[src/rtl/input_switch_conditioner.sv]
// CPU input-port front end: synchronises switches and the enter button, debounces
// the button and presents in_port a fixed number of cycles before ready_in rises.
module input_switch_conditioner #(
  parameter int BUS_WIDTH       = 8,
  parameter int DEBOUNCE_CYCLES = 16,
  parameter int SETUP_CYCLES    = 2
) (
  input  logic                 clk,
  input  logic                 n_reset,
  input  logic [BUS_WIDTH-1:0] raw_sw,
  input  logic                 raw_btn,
  output logic [BUS_WIDTH-1:0] in_port,
  output logic                 ready_in,
  output logic                 press_pulse
);

  localparam int MAX_CNT = (DEBOUNCE_CYCLES > SETUP_CYCLES) ? DEBOUNCE_CYCLES : SETUP_CYCLES;
  localparam int CNT_W   = $clog2(MAX_CNT + 1);

  localparam logic [CNT_W-1:0] DEB_LAST   = CNT_W'(DEBOUNCE_CYCLES - 1);
  localparam logic [CNT_W-1:0] SETUP_LAST = CNT_W'(SETUP_CYCLES - 1);
  localparam logic [CNT_W-1:0] CNT_ONE    = CNT_W'(1);

  typedef enum logic [2:0] {
    IDLE,
    PRESS_WAIT,
    SETUP,
    HELD,
    RELEASE_WAIT
  } state_t;

  state_t               state;
  logic [CNT_W-1:0]     cnt;
  logic [BUS_WIDTH-1:0] sw_meta, sw_s;
  logic                 btn_meta, btn_s;

  always_ff @(posedge clk) begin
    if (!n_reset) begin
      sw_meta  <= '0;
      sw_s     <= '0;
      btn_meta <= 1'b0;
      btn_s    <= 1'b0;
    end else begin
      sw_meta  <= raw_sw;
      sw_s     <= sw_meta;
      btn_meta <= raw_btn;
      btn_s    <= btn_meta;
    end
  end

  // cnt only advances while strictly below the current state's limit, so it never wraps.
  always_ff @(posedge clk) begin
    if (!n_reset) begin
      state       <= IDLE;
      cnt         <= '0;
      in_port     <= '0;
      ready_in    <= 1'b0;
      press_pulse <= 1'b0;
    end else begin
      press_pulse <= 1'b0;
      case (state)
        IDLE: begin
          ready_in <= 1'b0;
          if (btn_s) begin
            state <= PRESS_WAIT;
            cnt   <= CNT_ONE;
          end
        end
        PRESS_WAIT: begin
          if (!btn_s) begin
            state <= IDLE;
            cnt   <= '0;
          end else if (cnt == DEB_LAST) begin
            in_port <= sw_s;
            cnt     <= '0;
            state   <= SETUP;
          end else begin
            cnt <= cnt + CNT_ONE;
          end
        end
        SETUP: begin
          ready_in <= 1'b0;
          if (cnt == SETUP_LAST) begin
            state       <= HELD;
            cnt         <= '0;
            ready_in    <= 1'b1;
            press_pulse <= 1'b1;
          end else begin
            cnt <= cnt + CNT_ONE;
          end
        end
        HELD: begin
          ready_in <= 1'b1;
          if (!btn_s) begin
            state <= RELEASE_WAIT;
            cnt   <= CNT_ONE;
          end
        end
        RELEASE_WAIT: begin
          if (btn_s) begin
            state <= HELD;
            cnt   <= '0;
          end else if (cnt == DEB_LAST) begin
            state    <= IDLE;
            cnt      <= '0;
            ready_in <= 1'b0;
          end else begin
            cnt <= cnt + CNT_ONE;
          end
        end
        default: begin
          state    <= IDLE;
          cnt      <= '0;
          ready_in <= 1'b0;
        end
      endcase
    end
  end

endmodule
[config.mk]
export PLATFORM = sky130hd
export DESIGN_NAME = input_switch_conditioner
export DESIGN_NICKNAME = d
export VERILOG_FILES = /design/src/rtl/input_switch_conditioner.sv
export SDC_FILE = /design/constraint.sdc
export NUM_CORES = 1
export LEC_CHECK = 0
export BUFFER_PORTS_ARGS = -buffer_cell sky130_fd_sc_hd__buf_4
export CAP_MARGIN = 20
export CORE_MARGIN = 1.5
export CORE_UTILIZATION = 55
export CTS_CLUSTER_DIAMETER = 150
export DETAILED_ROUTE_END_ITERATION = 10
export PLACE_DENSITY = 0.77
export SLEW_MARGIN = 20
export SYNTH_ARGS = -nofsm -noshare
export SYNTH_HDL_FRONTEND = slang
export SYNTH_SLANG_ARGS = --single-unit
[constraint.sdc]
create_clock -name clk -period 1.8 [get_ports clk]
set_input_delay 0.09 -clock clk [delete_from_list [all_inputs] [get_ports clk]]
set_output_delay 0.09 -clock clk [all_outputs]
set_load 0.01 [all_outputs]
==> qor.yml <==
status:
  outcome: "finished clean"
cells_and_area:
  fillers: 199
  layout_common_cells: "dfxtp_1, buf_4, and2_1"
  diodes: 0
  multi_input_area_um2: 727
  layout_commonest_cell: "dfxtp_1"
  seqCellArea_um2: 721
  drive_above_1_share_pct: 20.9
  final_nets: 195
  syn_to_final_growth_pct: 24.5
die:
  die_width_um: 55.0
  core.rowCount: 18
  coreArea_um2: 2520
  start_util_pct: 58.9
  die_h_um: 55.0
  ios: 21
  die_area_um2: 3020
clock_tree:
  h-tree-depth: 2
  clkTransAtPathRegs_ns: 0.12
  cts_setup_buffers: 0
  cts_num_sinks: 36
  numCtsBuffers: 5
  cts_tree: "done"
  cts_resized: 0
  hold_buffers: 9
  cts_buffer_depth: 2
  cts-root-buf: "clkbuf_4"
  clk_latency_ns: 0.34
global_routing:
  grt_pass1_vias: 952
  antenna_found_initial: 0
  grt_max_degree: 37
  grtUsageTotal_pct: 19.8
  overflow: 0
  grt_pass1_wl_um: 4160
pwr:
  p_int_mw: 1.16
  p_leak_nw: 0.773
  seqPwrFrac_pct: 56.4
  p_clk_share_pct: 38.0
  power_frac_comb_pct: 5.6
  powerDensity_nw_per_um2: 791
  power_switching_uw: 307
  swShare_pct: 21.0
  vdd_drop_max_uv: 648
setup_path:
  crit_arrival_ns: 1.94
  critPathLaunchType: "flop"
  required_ns: 2.08
  end_kind: "flop"
  cp_max_fo: 12
  critPathKind: "flop to flop"
drt:
  dr.pass1.iters: 4
  drt_iter0_markers: 17
  viasPerCell: 5.34
  wirelength_um: 2660
  postRouteAntennaNets: 0
  wl_per_cell_um: 12.5
  vias: 1132
  route.detailed.drc: 0
sta:
  setup-tns-final_ns: 0
  finalSetupViolCount: 0
  fmax_mhz: 603
  worst_pin_slew_ns: 0.422
  holdWs_ns: 0.117
  worst_clock_skew_ns: 0.0152
  hold_violations: 0
  final_max_slew_viol_count: 0
  min_period_ns: 1.66
  rsz0062_at_grt: "no"
  maxSlewHeadroom_pct: 71.6
  fin_crit_sh_pct: 92.2
synth:
  synth_nets: 162
  synthFlopType: "dfxtp_1"
  synth_warnings: 0
  syn_area_um2: 1490
  synth_async_sr_flop_share_pct: 0
  synth-seq-area-share_pct: 48.5
  synth_cells: 148
  synth.distinct_cells: 41
  synth-edff-count: 0
  avgSynthCellArea_um2: 10.0
  ys_seq_elements: 36
flow_run:
  max_cap_viol_count: 0
min_path:
  hp-class: "input pin to flop"
place:
  place_congestion: 0.803
  port_buffers: 20
  dp_hpwl_um: 1720
==> power groups by stage <==
stage | Clock [mW] | Combinational [mW] | Sequential, mW
after floorplan | 0 | 0.0396 | 0.840
after global placement | 0 | 0.0634 | 0.843
after detailed placement | 0 | 0.0652 | 0.844
after CTS | 0.575 | 0.0811 | 0.825
after global routing | 0.603 | 0.0893 | 0.828
final | 0.557 | 0.0822 | 0.825
==> registers in the layout, summed over array words and instances, names as in the netlist <==
register / flops
in_port: 8
sw_meta: 8
ready_in: 1
state: 3
sw_s: 8
btn_s: 1
cnt: 5
btn_meta: 1
press_pulse: 1
==> final cells by class <==
type | instances | area share (%)
repair buffers | 34 | 15.0
well taps | 30 | 2.03
clock inverters | 3 | 2.30
inverters | 2 | 0.406
clock buffers | 5 | 2.03
flip-flops and latches | 36 | 38.9
multi-input cells | 102 | 39.3
==> layer usage <==
layer | vias to the layer above | GRT usage, % | share of wire (%)
met1 | 516 | 24.2 | 48
li1 | 587 | - | -
met2 | 23 | 31.9 | 47
met3 | 6 | 5.65 | 3.5
met5 | - | 0 | 0
met4 | 0 | 9.76 | 1.9
==> final timing paths <==
path | cells after the start | slack (ns) | end | startpoint
setup / recovery | 4 | 0.14 | cnt[3] | state[0]
setup reg to reg | 4 | 0.14 | cnt[3] | state[0]
hold reg to reg | 1 | 0.44 | sw_s[5] | sw_meta[5]
hold / removal | 2 | 0.12 | cnt[4] | n_reset
==> synthesized netlist by cell type, types with 2 or more instances <==
library cell,number,area (um^2)
and2_1,18,113
o21ai_0,5,25.0
a21oi_1,5,25.0
nand4b_1,3,26.3
ha_1,3,37.5
o21a_1,3,22.5
nand2b_1,3,18.8
clkbuf_1,7,26.3
nand2_1,7,26.3
inv_1,2,7.51
nand3_1,3,15.0
a21o_1,2,15.0
nand3b_1,2,15.0
dfxtp_1,36,721
nor3b_1,2,15.0
mux2i_1,8,80.1
a21boi_0,3,22.5
and4b_1,3,30.0
nor2b_1,11,68.8
==> stage by stage <==
| stage | setup WS (ns) | util [%] | std cells | area [um^2] | total power [mW] |
|---|---|---|---|---|---|
| 2_1_floorplan | 0.345 | - | 148 | 1490 | 0.880 |
| 3_5_place_dp | 0.160 | 66.6 | 195 | 1680 | 0.909 |
| 6_report | 0.141 | 73.4 | 212 | 1850 | 1.46 |
| 3_3_place_gp | 0.224 | 66.6 | 195 | 1680 | 0.906 |
| 4_1_cts | 0.150 | 73.4 | 212 | 1850 | 1.48 |
| 5_1_grt | 0.0322 | 73.4 | 212 | 1850 | 1.52 |
==> kinds of logic (layout without fill, tap and decap cells) <==
kind of cell / Yosys count / in the layout / synth area share, %
multiplexers: 8 / 8 / 5.39
AO/OA/AOI/OAI: 28 / 28 / 13.0
adder cells (fa/ha/maj): 3 / 3 / 2.53
flip-flops: 36 / 36 / 48.5
AND/OR/NAND/NOR: 63 / 63 / 27.9
buffers and inverters: 10 / 44 / 2.61
==> worst max-delay path: stages, from the launching register on <==
cell	delay [ns]
dfxtp_1	0.43
or4b_1	0.58
o32a_1	0.23
a22o_1	0.24
a21oi_2	0.13
No activity file was read; power rests on OpenSTA's default activity.
